## src/rtl/hw_io_pkg.sv

```systemverilog
// Shared constants and types for the button/switch memory-mapped input port.
package hw_io_pkg;

  // Register offsets relative to BASE_ADDR
  localparam logic [15:0] IO_STATUS_OFS = 16'd0;
  localparam logic [15:0] IO_EVENT_OFS  = 16'd1;

  localparam int unsigned NUM_BTN = 3;
  localparam int unsigned NUM_SW  = 10;

  // Per-button debounce state
  typedef enum logic [1:0] {
    DB_IDLE,
    DB_PRESS_WAIT,
    DB_PRESSED,
    DB_RELEASE_WAIT
  } db_state_t;

endpackage

```

## src/rtl/btn_debounce.sv

```systemverilog
// Single push-button conditioner: 2-flop synchroniser, debounce FSM and press pulse.
// Optional auto-repeat while held is built when BTN_AUTOREPEAT_EN is defined.
module btn_debounce
  import hw_io_pkg::*;
#(
  parameter int unsigned DB_CYCLES  = 500000,
  parameter int unsigned RPT_DELAY  = 25000000,
  parameter int unsigned RPT_PERIOD = 10000000
) (
  input  logic clk,
  input  logic reset,
  input  logic btn_n,
  output logic btn_state,
  output logic press
);

  localparam int unsigned CntW = $clog2(DB_CYCLES + 1);
  localparam logic [CntW-1:0] CntDone = CntW'(DB_CYCLES - 1);
  localparam logic [CntW-1:0] CntMax  = '1;

  logic [1:0]      sync_q;
  logic            level;
  db_state_t       state_q, state_d;
  logic [CntW-1:0] cnt_q, cnt_d;
  logic            db_press;

  // Two-stage synchroniser; inverts so 1 means pressed
  always_ff @(posedge clk or posedge reset) begin
    if (reset) begin
      sync_q <= 2'b00;
    end else begin
      sync_q <= {sync_q[0], ~btn_n};
    end
  end

  assign level = sync_q[1];

  // Debounce next-state: entering a wait state counts the first stable sample
  always_comb begin
    state_d  = state_q;
    cnt_d    = cnt_q;
    db_press = 1'b0;
    unique case (state_q)
      DB_IDLE: begin
        if (level) begin
          state_d = DB_PRESS_WAIT;
          cnt_d   = CntW'(1);
        end
      end
      DB_PRESS_WAIT: begin
        if (!level) begin
          state_d = DB_IDLE;
          cnt_d   = '0;
        end else if (cnt_q >= CntDone) begin
          state_d  = DB_PRESSED;
          cnt_d    = '0;
          db_press = 1'b1;
        end else if (cnt_q != CntMax) begin
          cnt_d = cnt_q + CntW'(1);
        end
      end
      DB_PRESSED: begin
        if (!level) begin
          state_d = DB_RELEASE_WAIT;
          cnt_d   = CntW'(1);
        end
      end
      DB_RELEASE_WAIT: begin
        if (level) begin
          state_d = DB_PRESSED;
          cnt_d   = '0;
        end else if (cnt_q >= CntDone) begin
          state_d = DB_IDLE;
          cnt_d   = '0;
        end else if (cnt_q != CntMax) begin
          cnt_d = cnt_q + CntW'(1);
        end
      end
      default: begin
        state_d = DB_IDLE;
        cnt_d   = '0;
      end
    endcase
  end

  // Debounce state and counter
  always_ff @(posedge clk or posedge reset) begin
    if (reset) begin
      state_q <= DB_IDLE;
      cnt_q   <= '0;
    end else begin
      state_q <= state_d;
      cnt_q   <= cnt_d;
    end
  end

  assign btn_state = (state_q == DB_PRESSED) || (state_q == DB_RELEASE_WAIT);

`ifdef BTN_AUTOREPEAT_EN
  localparam int unsigned RptMax = (RPT_DELAY > RPT_PERIOD) ? RPT_DELAY : RPT_PERIOD;
  localparam int unsigned RptW   = $clog2(RptMax + 1);

  logic [RptW-1:0] rpt_q;
  logic            rpt_period_q;  // first repeat already emitted
  logic            rpt_fire;

  // Repeat fires after RPT_DELAY held cycles, then every RPT_PERIOD
  always_comb begin
    rpt_fire = 1'b0;
    if (state_q == DB_PRESSED) begin
      if (rpt_period_q) begin
        rpt_fire = (rpt_q == RptW'(RPT_PERIOD - 1));
      end else begin
        rpt_fire = (rpt_q == RptW'(RPT_DELAY - 1));
      end
    end
  end

  // Hold counter only runs while stably pressed
  always_ff @(posedge clk or posedge reset) begin
    if (reset) begin
      rpt_q        <= '0;
      rpt_period_q <= 1'b0;
    end else if (state_q != DB_PRESSED) begin
      rpt_q        <= '0;
      rpt_period_q <= 1'b0;
    end else if (rpt_fire) begin
      rpt_q        <= '0;
      rpt_period_q <= 1'b1;
    end else begin
      rpt_q <= rpt_q + RptW'(1);
    end
  end

  assign press = db_press | rpt_fire;
`else
  logic unused_rpt;
  assign unused_rpt = ^{RPT_DELAY, RPT_PERIOD};
  assign press      = db_press;
`endif

endmodule

```

## src/rtl/btn_sw_io_port.sv

```systemverilog
// Memory-mapped input port for the Hack data bus: STATUS (buttons/switches) and
// EVENT (W1C latched presses). Auto-repeat is enabled by defining BTN_AUTOREPEAT_EN.
module btn_sw_io_port
  import hw_io_pkg::*;
#(
  parameter logic [15:0] BASE_ADDR  = 16'h6000,
  parameter int unsigned DB_CYCLES  = 500000,
  parameter int unsigned RPT_DELAY  = 25000000,
  parameter int unsigned RPT_PERIOD = 10000000
) (
  input  logic               clk,
  input  logic               reset,
  input  logic [NUM_BTN-1:0] btn_n,
  input  logic [NUM_SW-1:0]  sw,
  input  logic [15:0]        addressM,
  input  logic               writeM,
  input  logic [15:0]        outM,
  output logic [15:0]        rd_data,
  output logic               hit,
  output logic [NUM_BTN-1:0] btn_state
);

  localparam logic [15:0] StatusAddr = BASE_ADDR + IO_STATUS_OFS;
  localparam logic [15:0] EventAddr  = BASE_ADDR + IO_EVENT_OFS;

  logic [NUM_BTN-1:0] press;
  logic [NUM_SW-1:0]  sw_meta_q, sw_sync_q;
  logic [NUM_BTN-1:0] evt_q, evt_d, evt_clr;
  logic               status_sel, event_sel;

  for (genvar i = 0; i < NUM_BTN; i++) begin : g_btn
    btn_debounce #(
      .DB_CYCLES (DB_CYCLES),
      .RPT_DELAY (RPT_DELAY),
      .RPT_PERIOD(RPT_PERIOD)
    ) u_btn_debounce (
      .clk      (clk),
      .reset    (reset),
      .btn_n    (btn_n[i]),
      .btn_state(btn_state[i]),
      .press    (press[i])
    );
  end

  // Two-stage switch synchroniser
  always_ff @(posedge clk or posedge reset) begin
    if (reset) begin
      sw_meta_q <= '0;
      sw_sync_q <= '0;
    end else begin
      sw_meta_q <= sw;
      sw_sync_q <= sw_meta_q;
    end
  end

  assign status_sel = (addressM == StatusAddr);
  assign event_sel  = (addressM == EventAddr);
  assign hit        = status_sel | event_sel;

  // W1C clear, with a same-cycle press taking priority
  always_comb begin
    evt_clr = '0;
    if (writeM && event_sel) begin
      evt_clr = outM[NUM_BTN-1:0];
    end
    evt_d = (evt_q & ~evt_clr) | press;
  end

  // Latched press events
  always_ff @(posedge clk or posedge reset) begin
    if (reset) begin
      evt_q <= '0;
    end else begin
      evt_q <= evt_d;
    end
  end

  logic unused_outm;
  assign unused_outm = ^outM[15:NUM_BTN];

  // Zero-latency read mux, as the CPU expects single-cycle memory reads
  always_comb begin
    rd_data = '0;
    if (status_sel) begin
      rd_data = {3'b000, btn_state, sw_sync_q};
    end else if (event_sel) begin
      rd_data = {13'b0, evt_q};
    end
  end

endmodule

```

## config.mk

```make
export PLATFORM = sky130hd
export DESIGN_NAME = btn_sw_io_port
export DESIGN_NICKNAME = d
export VERILOG_FILES = /design/src/rtl/hw_io_pkg.sv /design/src/rtl/btn_debounce.sv /design/src/rtl/btn_sw_io_port.sv
export SDC_FILE = /design/constraint.sdc
export NUM_CORES = 1
export LEC_CHECK = 0
export CAP_MARGIN = 25
export CORE_ASPECT_RATIO = 2
export CORE_UTILIZATION = 59
export CTS_CLUSTER_DIAMETER = 100
export DETAILED_ROUTE_END_ITERATION = 7
export PLACE_DENSITY = 0.86
export SYNTH_ARGS = -nofsm -noshare
export SYNTH_HDL_FRONTEND = slang
export SYNTH_SLANG_ARGS = --single-unit
```

## constraint.sdc

```tcl
create_clock -name clk -period 4.5 [get_ports clk]
set_input_delay 0.675 -clock clk [delete_from_list [all_inputs] [get_ports clk]]
set_output_delay 0.675 -clock clk [all_outputs]
set_load 0.05 [all_outputs]
```

# == After elaboration in Yosys (flattened, before gate mapping) ==
# Cells that the tools add are included.
# W data, S select, Z words.
# totals
regBits,92
in_bits,48
output_inout_bits,20
wordCells,118
# op_classes
add_sub_neg,3
n_lt_le_gt_ge,3
eq_ne,26
n_mux,54
n_bitwise,7
reduce_logical,13
# op_table
op,n
$mux W19,18
$pmux W19 S4,3
$add A19 B1 Y19 const B,3
$ge A19 B19 Y1 const B,3
$ne A19 B19 Y1 const B,3
$mux W2,18
$eq A16 B15 Y1 const B,2
$pmux W2 S4,3
$mux W13,1
$eq A2 B2 Y1 const B,6
$reduce_and A4 Y1,3
$mux W1,9
$ne A3 B1 Y1 const B,3
$ne A3 B3 Y1 const B,3
$eq A2 B1 Y1 const B,3
$logic_not A2 Y1,3
$mux W3,2
$ne A2 B1 Y1 const B,3
$ne A2 B2 Y1 const B,3
$reduce_and A2 Y1,3
$and A3 B3 Y3,1
$logic_or A1 B1 Y1,3
$not A1 Y1,3
$not A3 Y3,1
3 further kinds,3

# == Depth between registers and ports, before layout ==
# Gate-level depths: netlist of the first run.
# depth
word_depth,6
mapped_depth,9

# == By module ==
# A second synthesis of the first run with hierarchy kept.
# unflattened
cells_unflattened,515
hier_area_um2,4942.2
# modules_own_cells
mod,n_inst,cells_each,area_per_inst_um2,seq_area_each_um2
btn_debounce at g_btn[0].u_btn_debounce ...,2,151,1306.3,575.6
btn_debounce at g_btn[2].u_btn_debounce,1,153,1406.3,575.6
btn_sw_io_port,1,60,923.4,575.6

# == Worst setup path after synthesis of the first run ==
# No wires, ideal clock.
# synth_path
kind,in2out
startpoint,input addressM[5]
endpoint,output rd_data[10]
arrival_ps,2324
path_slack_ps,1501
cell_stages,3
cell_sequence,nor4b_1 > nand4_1 > nor3_1
# synth_via
elab_chain_len,2
# synth_lines
item,line,rtl
from (decl),btn_sw_io_port.sv:15,"input logic [15:0] addressM,"
$eq A16 B15 Y1,btn_sw_io_port.sv:56,assign status_sel = (addressM == StatusAddr);
$mux W13,btn_sw_io_port.sv:84,if (status_sel) begin
to (decl),btn_sw_io_port.sv:18,"output logic [15:0] rd_data,"
# No other way between the ends.

# == Final worst setup path of the first run ==
# layout_path
startpoint,input addressM[5]
endpoint,output rd_data[7]
# Same word-level chain as after synthesis.

==> results of run 1 <==
[registers in the layout, summed over array words and instances, names as in the netlist, named ones only]
name	flops
evt_q	3
g_btn.u_btn_debounce.cnt_q	57
g_btn.u_btn_debounce.state_q	3
g_btn.u_btn_debounce.sync_q	6
sw_meta_q	10
sw_sync_q	10
[layer usage]
metal / vias up / share of wire / global-route usage
li1: 1943 / - / -
met1: 2014 / 0.38 / 0.306
met2: 104 / 0.56 / 0.518
met3: 25 / 0.040 / 0.0543
met4: 0 / 0.025 / 0.136
met5: - / 0 / 0
[final timing paths]
kind | slack [ps] | end | startpoint | depth (start not counted)
min in group asynchronous | 600 | sw_sync_q[8] | reset | 2
max in group asynchronous | 3110 | g_btn[1].u_btn_debounce.cnt_q[0] | reset | 3
max reg2reg | 1580 | g_btn[0].u_btn_debounce.cnt_q[10] | g_btn[0].u_btn_debounce.cnt_q[5] | 7
max | 570 | rd_data[7] | addressM[5] | 6
min | 350 | sw_sync_q[2] | sw_meta_q[2] | 0
min reg2reg | 350 | sw_sync_q[2] | sw_meta_q[2] | 0
[through the flow]
| step | worst slack (ps) | total power [uW] | hold slack, ps | area (sq um) | instances |
|---|---|---|---|---|---|
| after global placement | 583 | 999 | 332 | 5210 | 634 |
| final | 573 | 1810 | 348 | 5550 | 652 |
| after global routing | 399 | 1870 | 353 | 5550 | 652 |
| after detailed placement | 543 | 1010 | 335 | 5220 | 635 |
| after CTS | 545 | 1820 | 349 | 5540 | 651 |
| after floorplan | 1430 | 958 | 331 | 4710 | 514 |
[cell type report]
class	instances	area, sq um	share of cell area
flip-flops and latches	92	2300	0.415
multi-input cells	375	2180	0.393
repair buffers	56	552	0.0994
clock buffers	9	225	0.0406
well taps	94	118	0.0212
clock inverters	7	98.8	0.0178
inverters	19	72.6	0.0131
[Yosys cell counts (4+ instances only)]
cell / instances / share of area
xor2_1: 6 / 0.011
o22a_1: 5 / 0.0093
nand4_1: 15 / 0.020
or3_1: 13 / 0.017
o22ai_1: 4 / 0.0053
nor2_1: 43 / 0.034
and2_1: 13 / 0.017
or2_2: 4 / 0.0053
a21oi_1: 35 / 0.037
o21ai_0: 27 / 0.029
a31oi_1: 18 / 0.024
nor4_1: 6 / 0.0080
nor3_1: 11 / 0.012
nand3_1: 32 / 0.034
and3_1: 12 / 0.016
clkbuf_1: 18 / 0.014
and4_1: 8 / 0.015
buf_4: 6 / 0.0096
a41oi_1: 6 / 0.011
inv_1: 19 / 0.015
nand2_1: 55 / 0.044
mux2i_1: 6 / 0.013
a32o_1: 4 / 0.0085
dfrtp_1: 92 / 0.49
[cells by family after synthesis]
logic type / after synthesis / share of synthesized area
buffers and inverters: 47 / 0.0481
DFF: 92 / 0.489
and+or+nand+nor: 230 / 0.254
adders and majority gates: 3 / 0.00798
xor gates and xnor gates: 9 / 0.0168
muxes: 7 / 0.0152
AOI/OAI and AO/OA: 123 / 0.168
other: 1 / 0.000797
[power by group through the flow]
| stage | Sequential [uW] | Combinational (uW) | Clock [uW] |
|---|---|---|---|
| global route | 871 | 139 | 857 |
| finish | 869 | 125 | 815 |
| global placement | 882 | 118 | 0 |
| floorplan | 879 | 79.7 | 0 |
| detailed placement | 884 | 124 | 0 |
| CTS | 868 | 126 | 824 |
==> out/metrics.csv, run 1 <==
stage;metric;value;unit
status;outcome;complete, no violations;
sta;final hold vios;0;
floorplan;area of the core;7660;sq um
critical_path;most frequent CP cell;clkdlybuf4s50_1;
floorplan;Die X;65.1;um
power;VDD IR max;319;uV
clock_tree;number of H-tree levels;3;
detailed_routing;drt pass-1 iters;4;
sta;Max Freq;0.255;GHz
floorplan;initial core utilization;0.614;
placement;post-detail-place hpwl;7520;um
synthesis;Synth Flop Type;dfrtp_1;
cells_and_area;Final nets;604;
global_route;GR Util All Layers;0.284;
worst_hold_path;Hold Path Class;flip-flop to flip-flop;
detailed_routing;Final ANT Viol Nets;0;
clock_tree;Reg clk slew, reported paths;60;ps
synthesis;Post-synth EDFFs;0;
power;combinational group share of total power;0.069;
critical_path;Crit path required time;3830;ps
job;Max Cap Viol;0;
clock_tree;TritonCTS Buffers;9;
clock_tree;worst skew pair latency;340;ps
sta;setup TNS;0;ps
clock_tree;Sink Count;92;
synthesis;post-synthesis register bit count;92;
cells_and_area;Area Overhead vs Synth;18.0;%
sta;Fin Clk Skew;5.97;ps
sta;slew at the pin closest to its max-slew limit;994;ps
clock_tree;CTS Hold Bufs;0;
power;Reg power frac;0.480;
synthesis;Syn Area/Cell;9.19;sq um
critical_path;Worst setup SP type;input port;
floorplan;die footprint;8360;sq um
placement;PortBufs;51;
power;Psw;416;uW
global_route;first-pass GRT wire length;18300;um
critical_path;CP Cell Sequence;clkdlybuf4s50_1, nor4b_1, nand4_1, nor2_1, and2_1, clkdlybuf4s50_1;
clock_tree;clk buf depth;2;
synthesis;Ys Warns;0;
cells_and_area;fin util;0.725;
placement;Routability Congestion;0.977;
floorplan;number of top-level pins;68;
power;Power Internal;1390;uW
critical_path;Worst path slowest cell;clkdlybuf4s50_1;
global_route;vias in the first global route;4111;
sta;RSZ-0062 raised after global routing;no;
power;Power Dens Cells;326;nW/um^2
clock_tree;CTS tree;yes;
critical_path;kind of critical path;input port to output pin;
clock_tree;Post-CTS Setup Bufs;0;
synthesis;Syn Inst Count;512;
sta;# setup viols final;0;
floorplan;Die H;128;um
clock_tree;clk root buf;clkbuf_16;
cells_and_area;fillcell total;582;
global_route;aggregate global routing overflow;0;
critical_path;WP data arrival;3250;ps
critical_path;Worst setup EP type;output pin;
detailed_routing;DRC;0;
synthesis;Post-Synthesis Cell Area;4700;sq um
cells_and_area;Ant. Diodes;0;
detailed_routing;average routed wire per standard cell;16.5;um
critical_path;delay-heaviest family, CP;simple AND/OR/NAND/NOR gates;
detailed_routing;routed vias;4086;
power;Clk pwr share;0.451;
synthesis;register area share after synthesis;0.489;
critical_path;worst path bufs/invs;2;
sta;fin crit share;0.873;
clock_tree;post-CTS sizing;0;
cells_and_area;layout cells sized above 1;0.0609;
sta;Max Transition Viols Final;0;
detailed_routing;routed vias/inst;6.27;
critical_path;CP Max Fanout;8;
power;sw frac;0.230;
cells_and_area;most frequent cells in the layout;92 x dfrtp_1, 55 x nand2_1, 51 x clkdlybuf4s50_1, 43 x nor2_1, 35 x a21oi_1;
global_route;largest net degree at the start of global routing;40;
detailed_routing;drt total wl;10800;um
sta;min Tclk post-route;3930;ps
critical_path;largest stage delay on the critical path;800;ps
synthesis;Async S/R FF share, synth;1.00;
sta;Slew headroom;0.335;
cells_and_area;commonest non-fill, non-tap cell in the layout;dfrtp_1;
floorplan;Core Rows;45;
synthesis;post-synth cell types;59;
detailed_routing;initial drt markers;257;
global_route;antenna violations before repair;0;
power;P_leak;0.00231;uW
Note: power is estimated with default switching activity, not from simulation.
==> inputs of run 2 (changes only) <==
--- a/config.mk
+++ b/config.mk
@@ -5,7 +5,7 @@
 export SDC_FILE = /design/constraint.sdc
 export NUM_CORES = 1
 export LEC_CHECK = 0
-export CAP_MARGIN = 25
+export CAP_MARGIN = 40
 export CORE_ASPECT_RATIO = 2
 export CORE_UTILIZATION = 59
 export CTS_CLUSTER_DIAMETER = 100
==> run 2 against run 1 <==
  * Global-route usage rose by 0.17 points
  * Design area fell by 0.38%
  * Hold slack got worse by 1.9 ps
  * Fmax fell by 0.18%
  * Clock power fell by 8.7%
==> out/metrics.csv, run 2 (same netlist as run 1, synthesis figures left out) <==
stage;metric;value;unit;change
critical_path;delay-heaviest family, CP;simple AND/OR/NAND/NOR gates;;unchanged
sta;setup TNS;0;ps;unchanged
sta;slew at the pin closest to its max-slew limit;857;ps;was 994 ps
cells_and_area;Final nets;605;;was 604
floorplan;Die H;128;um;unchanged
sta;Max Transition Viols Final;0;;unchanged
critical_path;Worst path slowest cell;clkdlybuf4s50_1;;unchanged
worst_hold_path;Hold Path Class;flip-flop to flip-flop;;unchanged
global_route;first-pass GRT wire length;18400;um;was 18300 um
floorplan;Die X;65.1;um;unchanged
placement;post-detail-place hpwl;7670;um;was 7520 um
critical_path;CP Max Fanout;8;;unchanged
detailed_routing;drt total wl;10900;um;was 10800 um
clock_tree;worst skew pair latency;340;ps;about the same
detailed_routing;initial drt markers;257;;unchanged
clock_tree;Sink Count;92;;unchanged
clock_tree;post-CTS sizing;0;;unchanged
global_route;vias in the first global route;4190;;was 4111
worst_hold_path;worst hold start;g_btn[2].u_btn_debounce.sync_q[0];;was sw_meta_q[2]
sta;fin crit share;0.874;;was 0.873
clock_tree;Reg clk slew, reported paths;60;ps;about the same
cells_and_area;Design Area, Final;5530;sq um;was 5550 sq um
detailed_routing;average routed wire per standard cell;16.8;um;was 16.5 um
global_route;antenna violations before repair;0;;unchanged
global_route;largest net degree at the start of global routing;40;;unchanged
cells_and_area;Largest Register;g_btn.u_btn_debounce.cnt_q;;unchanged
detailed_routing;drt pass-1 iters;4;;unchanged
critical_path;largest stage delay on the critical path;800;ps;about the same
floorplan;die footprint;8360;sq um;unchanged
detailed_routing;routed vias;4067;;was 4086
status;outcome;complete, no violations;;unchanged
cells_and_area;most frequent cells in the layout;92 x dfrtp_1, 55 x nand2_1, 51 x clkdlybuf4s50_1, 43 x nor2_1, 35 x a21oi_1;;unchanged
power;P_leak;0.00231;uW;about the same
clock_tree;CTS Hold Bufs;0;;unchanged
sta;Fin Clk Skew;8.68;ps;was 5.97 ps
sta;final hold vios;0;;unchanged
power;Power Dens Cells;314;nW/um^2;was 326 nW/um^2
clock_tree;CTS tree;yes;;unchanged
critical_path;worst r2r src;g_btn[0].u_btn_debounce.cnt_q[5];;unchanged
cells_and_area;max reg flops;57;;unchanged
clock_tree;clk buf depth;2;;unchanged
global_route;GR Util All Layers;0.286;;was 0.284
clock_tree;TritonCTS Buffers;9;;unchanged
cells_and_area;Area Overhead vs Synth;17.6;%;was 18.0%
critical_path;Worst setup EP type;output pin;;unchanged
critical_path;WP data arrival;3260;ps;was 3250 ps
sta;min Tclk post-route;3930;ps;about the same
power;VDD IR max;289;uV;was 319 uV
floorplan;initial core utilization;0.614;;unchanged
detailed_routing;routed vias/inst;6.24;;was 6.27
critical_path;beginning of the critical path;addressM[5];;unchanged
placement;cell area after placement;5240;sq um;was 5220 sq um
cells_and_area;commonest non-fill, non-tap cell in the layout;dfrtp_1;;unchanged
critical_path;most frequent CP cell;clkdlybuf4s50_1;;unchanged
cells_and_area;Ant. Diodes;0;;unchanged
cells_and_area;layout cells sized above 1;0.0609;;unchanged
sta;# setup viols final;0;;unchanged
placement;Routability Congestion;0.977;;unchanged
critical_path;worst path bufs/invs;2;;unchanged
sta;Max Freq;0.254;GHz;was 0.255 GHz
critical_path;CP Cell Sequence;clkdlybuf4s50_1, nor4b_1, nand4_1, nor2_1, and2_1, clkdlybuf4s50_1;;unchanged
clock_tree;number of H-tree levels;3;;unchanged
critical_path;Worst setup SP type;input port;;unchanged
detailed_routing;DRC;0;;unchanged
clock_tree;Post-CTS Setup Bufs;0;;unchanged
critical_path;kind of critical path;input port to output pin;;unchanged
floorplan;number of top-level pins;68;;unchanged
sta;hold slack final;346;ps;was 348 ps
sta;Slew headroom;0.427;;was 0.335
clock_tree;clk root buf;clkbuf_16;;unchanged
cells_and_area;Top Registers;g_btn.u_btn_debounce.cnt_q: 57 flops, sw_meta_q: 10 flops, sw_sync_q: 10 flops;;unchanged
sta;RSZ-0062 raised after global routing;no;;unchanged
global_route;aggregate global routing overflow;0;;unchanged
job;Max Cap Viol;0;;unchanged
placement;PortBufs;51;;unchanged
detailed_routing;Final ANT Viol Nets;0;;unchanged
critical_path;Reg2Reg Setup Slack;1570;ps;was 1580 ps
floorplan;Core Rows;45;;unchanged
critical_path;Crit path required time;3830;ps;about the same
floorplan;area of the core;7660;sq um;unchanged
run 2: cell types whose count changed in the layout (fill, tap and decap cells not counted):
cell and delta:
clkinv_2 +2, clkinv_4 -2, buf_6 +1, bufinv_16 -1, clkbuf_8 +1, inv_6 -1
run 2: where the power goes:
group | internal, uW | switching (uW) | total (uW)
clock network | 439 | 305 | 744
logic | 55.2 | 70.8 | 126
registers | 850 | 18.6 | 869
total | 1340 | 394 | 1740
run 2: path summary, 6_finish.rpt:
path | end | cells past startpoint
setup / recovery | rd_data[5] | 6
min in group asynchronous | g_btn[2].u_btn_debounce.cnt_q[14] | 2
max in group asynchronous | g_btn[1].u_btn_debounce.cnt_q[16] | 3
hold / removal | g_btn[2].u_btn_debounce.sync_q[1] | 0
setup reg to reg | g_btn[0].u_btn_debounce.cnt_q[10] | 7
hold reg to reg | g_btn[2].u_btn_debounce.sync_q[1] | 0
run 2: final cells by class:
| cell class | instances | area [sq um] |
|---|---|---|
| fillers | 577 | 2130 |
| clock buffers | 10 | 239 |
| inverters | 19 | 72.6 |
| clock inverters | 5 | 52.6 |
| well taps | 94 | 118 |
| repair buffers | 57 | 563 |
| flip-flops and latches | 92 | 2300 |
| multi-input cells | 375 | 2180 |
run 2: metal layers:
metal / wire [um] / GRT usage / vias to the layer above
met5: 0 / 0 / -
met1: 4120 / 0.301 / 1995
met4: 295 / 0.156 / 0
met3: 407 / 0.0445 / 28
li1: - / - / 1940
met2: 6100 / 0.526 / 104
run 2: stage by stage:
step	util	power (uW)	instances	setup WS [ps]
floorplan	-	958	514	1430
global placement	0.680	999	634	583
detailed placement	0.684	1010	637	549
CTS	0.722	1750	652	551
global route	0.722	1790	652	410
finish	0.722	1740	652	566
==> inputs of run 3 (changes only) <==
--- a/config.mk
+++ b/config.mk
@@ -8,7 +8,6 @@
 export CAP_MARGIN = 40
 export CORE_ASPECT_RATIO = 2
 export CORE_UTILIZATION = 59
-export CTS_CLUSTER_DIAMETER = 100
 export DETAILED_ROUTE_END_ITERATION = 7
 export PLACE_DENSITY = 0.86
 export SYNTH_ARGS = -nofsm -noshare
==> results of run 3 <==
Final layout, timing and power as in run 2 (identical DEF).
